$ cat src/rtl/mips_pkg.sv
// rtl/mips_pkg.sv - shared MIPS core widths, ALU encodings and helpers
package mips_pkg;

  localparam int REG_ADDR_W = 5;
  localparam int ALUCTRL_W  = 3;

  typedef enum logic [ALUCTRL_W-1:0] {
    ALU_AND = 3'b000,
    ALU_OR  = 3'b001,
    ALU_ADD = 3'b010,
    ALU_SUB = 3'b110,
    ALU_SLT = 3'b111
  } aluOp_e;

  // Destination register select: R-type writes rd, I-type writes rt.
  function automatic logic [REG_ADDR_W-1:0] selWriteReg(
    input logic                  regDst,
    input logic [REG_ADDR_W-1:0] rt,
    input logic [REG_ADDR_W-1:0] rd
  );
    return regDst ? rd : rt;
  endfunction

endpackage

$ cat src/rtl/pipe_field_reg.sv
// rtl/pipe_field_reg.sv - W-bit pipeline field register with flush clear and enable
module pipe_field_reg #(
  parameter int W = 1
) (
  input  logic         clk,
  input  logic         rstN,
  input  logic         clr,
  input  logic         en,
  input  logic [W-1:0] d,
  output logic [W-1:0] q
);

  // Clear beats enable so a flush during a stall still inserts a bubble.
  always_ff @(posedge clk or negedge rstN) begin
    if (!rstN) begin
      q <= '0;
    end else if (clr) begin
      q <= '0;
    end else if (en) begin
      q <= d;
    end
  end

endmodule

$ cat src/rtl/id_ex_pipe_reg.sv
// rtl/id_ex_pipe_reg.sv - decode-to-execute pipeline register with bubble counter
module id_ex_pipe_reg
  import mips_pkg::*;
#(
  parameter int DATA_WIDTH = 32,
  parameter int CNT_WIDTH  = 16
) (
  input  logic                  CLK,
  input  logic                  RST,
  input  logic                  FlushE,
  input  logic                  StallE,
  input  logic                  BubbleClr,
  input  logic                  RegWriteD,
  input  logic                  MemtoRegD,
  input  logic                  MemWriteD,
  input  logic                  ALUSrcD,
  input  logic                  RegDstD,
  input  logic [ALUCTRL_W-1:0]  ALUControlD,
  input  logic [DATA_WIDTH-1:0] RD1D,
  input  logic [DATA_WIDTH-1:0] RD2D,
  input  logic [DATA_WIDTH-1:0] SignImmD,
  input  logic [DATA_WIDTH-1:0] PCPlus4D,
  input  logic [REG_ADDR_W-1:0] RsD,
  input  logic [REG_ADDR_W-1:0] RtD,
  input  logic [REG_ADDR_W-1:0] RdD,
  output logic                  RegWriteE,
  output logic                  MemtoRegE,
  output logic                  MemWriteE,
  output logic                  ALUSrcE,
  output logic [ALUCTRL_W-1:0]  ALUControlE,
  output logic [DATA_WIDTH-1:0] RD1E,
  output logic [DATA_WIDTH-1:0] RD2E,
  output logic [DATA_WIDTH-1:0] SignImmE,
  output logic [DATA_WIDTH-1:0] PCPlus4E,
  output logic [REG_ADDR_W-1:0] RsE,
  output logic [REG_ADDR_W-1:0] RtE,
  output logic [REG_ADDR_W-1:0] RdE,
  output logic [REG_ADDR_W-1:0] WriteRegE,
  output logic                  ValidE,
  output logic [CNT_WIDTH-1:0]  BubbleCount
);

  localparam int CTRL_W = 6 + ALUCTRL_W;
  localparam int DATA_W = 4 * DATA_WIDTH;
  localparam int REGS_W = 3 * REG_ADDR_W;

  logic              loadEn;
  logic              regDstE;
  logic [CTRL_W-1:0] ctrlD, ctrlQ;
  logic [DATA_W-1:0] dataD, dataQ;
  logic [REGS_W-1:0] regsD, regsQ;

  assign loadEn = ~StallE;

  // ValidE rides in the control group: loads 1 on a real load, 0 on flush/reset.
  assign ctrlD = {1'b1, RegWriteD, MemtoRegD, MemWriteD, ALUSrcD, RegDstD, ALUControlD};
  assign dataD = {RD1D, RD2D, SignImmD, PCPlus4D};
  assign regsD = {RsD, RtD, RdD};

  pipe_field_reg #(.W(CTRL_W)) uCtrl (
    .clk  (CLK),
    .rstN (RST),
    .clr  (FlushE),
    .en   (loadEn),
    .d    (ctrlD),
    .q    (ctrlQ)
  );

  pipe_field_reg #(.W(DATA_W)) uData (
    .clk  (CLK),
    .rstN (RST),
    .clr  (FlushE),
    .en   (loadEn),
    .d    (dataD),
    .q    (dataQ)
  );

  pipe_field_reg #(.W(REGS_W)) uRegs (
    .clk  (CLK),
    .rstN (RST),
    .clr  (FlushE),
    .en   (loadEn),
    .d    (regsD),
    .q    (regsQ)
  );

  assign {ValidE, RegWriteE, MemtoRegE, MemWriteE, ALUSrcE, regDstE, ALUControlE} = ctrlQ;
  assign {RD1E, RD2E, SignImmE, PCPlus4E} = dataQ;
  assign {RsE, RtE, RdE} = regsQ;

  assign WriteRegE = selWriteReg(regDstE, RtE, RdE);

  // Bubble counter counts flushes regardless of stall and sticks at all-ones.
  always_ff @(posedge CLK or negedge RST) begin
    if (!RST) begin
      BubbleCount <= '0;
    end else if (BubbleClr) begin
      BubbleCount <= '0;
    end else if (FlushE && (BubbleCount != {CNT_WIDTH{1'b1}})) begin
      BubbleCount <= BubbleCount + 1'b1;
    end
  end

endmodule

$ cat config.mk
export PLATFORM = sky130hd
export DESIGN_NAME = id_ex_pipe_reg
export DESIGN_NICKNAME = d
export VERILOG_FILES = /design/src/rtl/mips_pkg.sv /design/src/rtl/pipe_field_reg.sv /design/src/rtl/id_ex_pipe_reg.sv
export SDC_FILE = /design/constraint.sdc
export NUM_CORES = 1
export LEC_CHECK = 0
export ABC_CLOCK_PERIOD_IN_PS = 2200
export BUFFER_PORTS_ARGS = -buffer_cell sky130_fd_sc_hd__buf_4
export CORE_MARGIN = 2
export CORE_UTILIZATION = 35
export DETAILED_ROUTE_END_ITERATION = 10
export GPL_TIMING_DRIVEN = 0
export MAX_ROUTING_LAYER = met4
export PLACE_DENSITY = 0.68
export SYNTH_ARGS = -nofsm -noshare
export SYNTH_HDL_FRONTEND = slang
export SYNTH_SLANG_ARGS = --single-unit
$ cat constraint.sdc
create_clock -name CLK -period 2.2 [get_ports CLK]
set_clock_uncertainty 0.15 [all_clocks]
set_input_delay 0.33 -clock CLK [delete_from_list [all_inputs] [get_ports CLK]]
set_output_delay 0.33 -clock CLK [all_outputs]
set_load 0.01 [all_outputs]
# ---- Word level (Yosys, flattened, before mapping)
# Cells that the tools add are included.
dict set report op_classes {
  n_mux 9
  n_addsub 1
  n_reduce_logical 2
  n_eq_ne 2
}
# operator count
set ops {}
lappend ops {{$mux 128} 2}
lappend ops {{$mux 16} 2}
lappend ops {{$mux 15} 2}
lappend ops {{$mux 9} 2}
lappend ops {{$add 16x1->16 const B} 1}
lappend ops {{$ne 16x16->1 const B} 1}
lappend ops {{$mux 5} 1}
lappend ops {{$ne 2x2->1 const B} 1}
lappend ops {{$reduce_bool 2->1} 1}
lappend ops {{$logic_and 1x1->1} 1}
dict set report word_totals {
  ff_bits 168
  inputBits 156
  elab_cells 18
  out_inout_bits 172
}

# ---- Logic depth before layout (Yosys ltp)
dict set report depth {
  depth_word 4
  ltp_mapped 6
  ltp_nobuf 5
}

# ---- Hierarchy
# Synthesis repeated with hierarchy kept, for this count alone.
dict set report hier_totals {
  cells_unflattened 595
  hier_area_um2 7297.0
}
# mod seq_area_each_um2 instances cells_per_inst area_per_inst_um2
set by_module_without_submodules {}
lappend by_module_without_submodules {{pipe_field_reg at uData} 3203.1 1 412 5292.6}
lappend by_module_without_submodules {id_ex_pipe_reg 400.4 1 106 1023.5}
lappend by_module_without_submodules {{pipe_field_reg at uRegs} 375.4 1 48 616.8}
lappend by_module_without_submodules {{pipe_field_reg at uCtrl} 225.2 1 29 364.1}

# ---- Least setup slack after synthesis
# No wires, ideal clock.
dict set report synth_path {
  path_type {register to register}
  startpoint {register BubbleCount[0]}
  endpoint {register BubbleCount[12]}
  arrival_time_ns 1.904
  period_less_slack_ns 2.132
  path_buffers 1
  stages_incl_launch_ff 7
  slack_ns 0.068
  setup_ns 0.078
  required_ns 1.972
  path_cell_list {dfrtp_1 -> ha_1 -> nand3_1 -> or3_1 -> buf_2 -> or4_1 -> a21oi_1}
}
dict set report synth_via {
  elab_chain_cells 3
  word_cells_on_any_way 6
  cone_classes {add/sub: 1; eq/ne: 1; mux: 2; reduce/logical: 2}
}
# item line_no
set synth_rtl {}
lappend synth_rtl {{start: declaration} id_ex_pipe_reg.sv:40} ;# output logic [CNT_WIDTH-1:0] BubbleCount
lappend synth_rtl {{start signal: assignment} id_ex_pipe_reg.sv:100} ;# BubbleCount <= BubbleCount + 1'b1;
lappend synth_rtl {{$add 16x1->16 or $ne 16x16->1 (tied branches)} {id_ex_pipe_reg.sv:100, id_ex_pipe_reg.sv:99}}
lappend synth_rtl {{$mux 16 or $logic_and 1x1->1 (tied branches)} id_ex_pipe_reg.sv:99} ;# end else if (FlushE && (BubbleCount != {CNT_WIDTH{1'b1}})) begin
lappend synth_rtl {{$mux 16 or $reduce_bool 2->1 (tied branches)} --}
# Several ways; a longest one is shown, not always the timed one. The select of a mux whose other input is x is not followed.
# A chain may end at the register's enable or synchronous reset.

# ---- Worst setup path in the final report
# Same ends and word-level chain as after synthesis.

==> impl_metrics.py <==
metrics = {
    "critical_path": {
        "cp.required_ns": 2.40,
        "cp-endpoint": "BubbleCount[12]$_DFFE_PN0P_",
        "rr_startpoint": "BubbleCount[0]$_DFFE_PN0P_",
        "cp-end-kind": "flip-flop",
        "cp.arrival_ns": 2.30,
        "critPathLaunch": "BubbleCount[0]$_DFFE_PN0P_",
        "r2r.worst_path.cells": 6,
        "start_kind": "flip-flop",
        "path_class": "flip-flop to flip-flop",
        "ff2ff_setup_slack_ns": 0.1,
        "reg2reg_to": "BubbleCount[12]$_DFFE_PN0P_",
        "crit_fanout": 8,
    },
    "route": {
        "drtPass1Iterations": 6,
        "wire_per_inst_um": 16.4,
        "drt_wl_total_mm": 22.2,
        "num_vias": 6295,
        "drt-vias-per-instance": 4.67,
        "drtAntennaViolNets": 0,
        "drc": 0,
        "drt-initial-drc-count": 172,
    },
    "timing": {
        "drv_slew": 0,
        "tightestPinTransition_ns": 0.727,
        "finalSetupViolCount": 0,
        "fmax_mhz": 475,
        "rsz0062_at_grt": "no",
        "layout_min_cycle_time_ns": 2.10,
        "slew_headroom": 0.516,
        "final_hold_viol_count": 0,
        "fin_crit_sh": 0.956,
    },
    "cts": {
        "cts_root_buf": "clkbuf_16",
        "clk_latency_ns": 0.42,
        "max-clock-path-buffers": 2,
        "clk_pin_slew_ns": 0.07,
        "tritoncts": "done",
        "clkSinkCount": 168,
        "cts_buffers": 17,
        "htreeDepth": 4,
    },
    "layout": {
        "area_growth_syn_to_layout_pct": 65.9,
        "layout-drive-gt1-share": 0.356,
        "antenna_cells": 0,
        "final_common_cell": "buf_4",
        "nNetsFinal": 1228,
        "fin_cells": 1349,
        "mostFrequentLayoutCells": "buf_4, dfrtp_1, nor2_1",
    },
    "floorplan": {
        "row_count": 51,
        "die_area_um2": 21300,
        "ios": 328,
        "core_um2": 19600,
        "fp.dieW_um": 146,
        "initial_core_util": 0.359,
        "die_h_um": 146,
    },
    "synthesis": {
        "synth_cell_types": 32,
        "yosys.area.top_type": "dfrtp_1",
        "yosysWarnings": 0,
        "synth_edf_count": 0,
        "postSynth.asyncResetShare": 1.00,
        "synth_cells": 598,
        "postSynthAreaPerCell_um2": 11.8,
        "seq_area_frac_synth": 0.597,
        "syn_area_um2": 7040,
        "ys.flop_type": "dfrtp_1",
        "ys_seq_elements": 168,
        "netlist.area_leader.share": 0.597,
        "synth.area.top_cells": "dfrtp_1, mux2i_1, nor2_1",
        "synth_nets": 755,
    },
    "global_route": {
        "grt.busiest_layer": "met2",
        "grt_pass1_wl_mm": 35.4,
        "grt_antenna_before_repair": 0,
        "grt_util_met1": 0.254,
        "grtUsageMet3": 0.0467,
        "track_usage": 0.214,
        "overflow": 0,
        "grt_pass1_vias": 6586,
        "grtUsageMet2": 0.363,
        "grt_max_degree": 94,
    },
    "job": {
        "max_cap_viol_count": 0,
    },
    "worst_hold_path": {
        "hold_path.class": "input pin to flip-flop",
    },
    "place": {
        "place_congestion": 0.783,
        "dp_cells": 1190,
        "port_buffers": 326,
        "hpwl_mm": 15.2,
    },
    "pwr": {
        "power_density_nw_per_um2": 637,
        "p_leak_nw": 6.11,
        "power_mw": 7.44,
        "ir_drop_mv": 0.504,
    },
    "run_status": {
        "status": "finished clean",
    },
}
-- registers in the layout, indices dropped and copies added, names as in the netlist --
| signal | count |
|---|---|
| uRegs.q | 15 |
| BubbleCount | 16 |
| uCtrl.q | 9 |
| uData.q | 128 |
-- report_power, final --
part           internal [mW]  switching, mW
Combinational          0.716          0.560
Clock                   1.47           1.34
Sequential              3.25          0.104
-- Yosys cell counts, drive strengths merged (2+ instances only) --
master	count
or3	5
mux2	6
nand4	6
mux2i	152
nor3	5
nor2b	2
o31ai	6
nor2	155
a31oi	3
o21ai	5
nand2	9
inv	4
or4	6
nand3	4
nor4	2
buf	22
dfrtp	168
clkbuf	19
a21oi	12
-- critical path: stages (launching register included) --
cell     delay [ns]
dfrtp_2        0.43
ha_4           0.19
nand3_1        0.10
or3_1          0.34
buf_2          0.17
or4_1          0.51
a21oi_1        0.15
-- final cells by class --
type                            instances  area, um2
Inverter                                4       15.0
Sequential cell                       168       4210
Clock buffer                           18        429
Buffer                                 42        190
Multi-Input combinational cell        384       2640
Clock inverter                         14        115
Timing Repair Buffer                  454       3750
Fill cell                            1610       7910
Tap cell                              265        332
-- what timing repair did --
item                                   in CTS  in global routing
setup endpoints to repair                   2                  3
gates resized for setup                     2                  2
setup buffers                               0                  2
hold buffers                              125                  0
endpoints found under the hold margin     201                  0
pin swaps                                   0                  1
gates cloned                                0                  0
-- how the worst min path moves through the flow --
stage	cells after the start	start	slack [ns]	end
6_report	3	SignImmD[30]	0.02	uData.q[62]$_DFFE_PN0P_
5_1_grt	3	SignImmD[14]	0.005	uData.q[46]$_DFFE_PN0P_
2_1_floorplan	0	RST	-0.12	BubbleCount[0]$_DFFE_PN0P_
4_1_cts	3	PCPlus4D[3]	0.0009	uData.q[3]$_DFFE_PN0P_
3_3_place_gp	2	uData.q[52]$_DFFE_PN0P_	0.35	uData.q[52]$_DFFE_PN0P_
3_5_place_dp	1	RST	0.19	uData.q[104]$_DFFE_PN0P_
-- cells by family (layout without fill, tap and decap cells) --
| logic type | count (synthesis) | count (layout) | synth area share |
|---|---|---|---|
| AOI/OAI and AO/OA | 29 | 29 | 0.0247 |
| and+or+nand+nor | 196 | 196 | 0.121 |
| buffers and inverters | 46 | 532 | 0.0292 |
| adders and majority gates | 1 | 1 | 0.00178 |
| DFF | 168 | 168 | 0.597 |
| muxes | 158 | 158 | 0.226 |
-- layer usage --
layer / wire length [um] / vias up
li1: - / 2983
met1: 9140 / 3060
met2: 11400 / 218
met3: 1220 / 34
met4: 462 / 0
met5: 0 / -
-- stage by stage --
stage	setup TNS, ns	area (um2)	util	worst slack [ns]	hold WS (ns)
2_1_floorplan	0	7040	-	0.0679	-0.116
3_3_place_gp	-79.53	9820	0.501	-0.396	0.354
3_5_place_dp	-15.60	9850	0.503	-0.306	0.187
4_1_cts	0	11600	0.595	0.0141	0.000900
5_1_grt	0	11700	0.596	0.00610	0.00502
6_report	0	11700	0.596	0.0966	0.0176
Note: power is estimated with default switching activity, not from simulation.
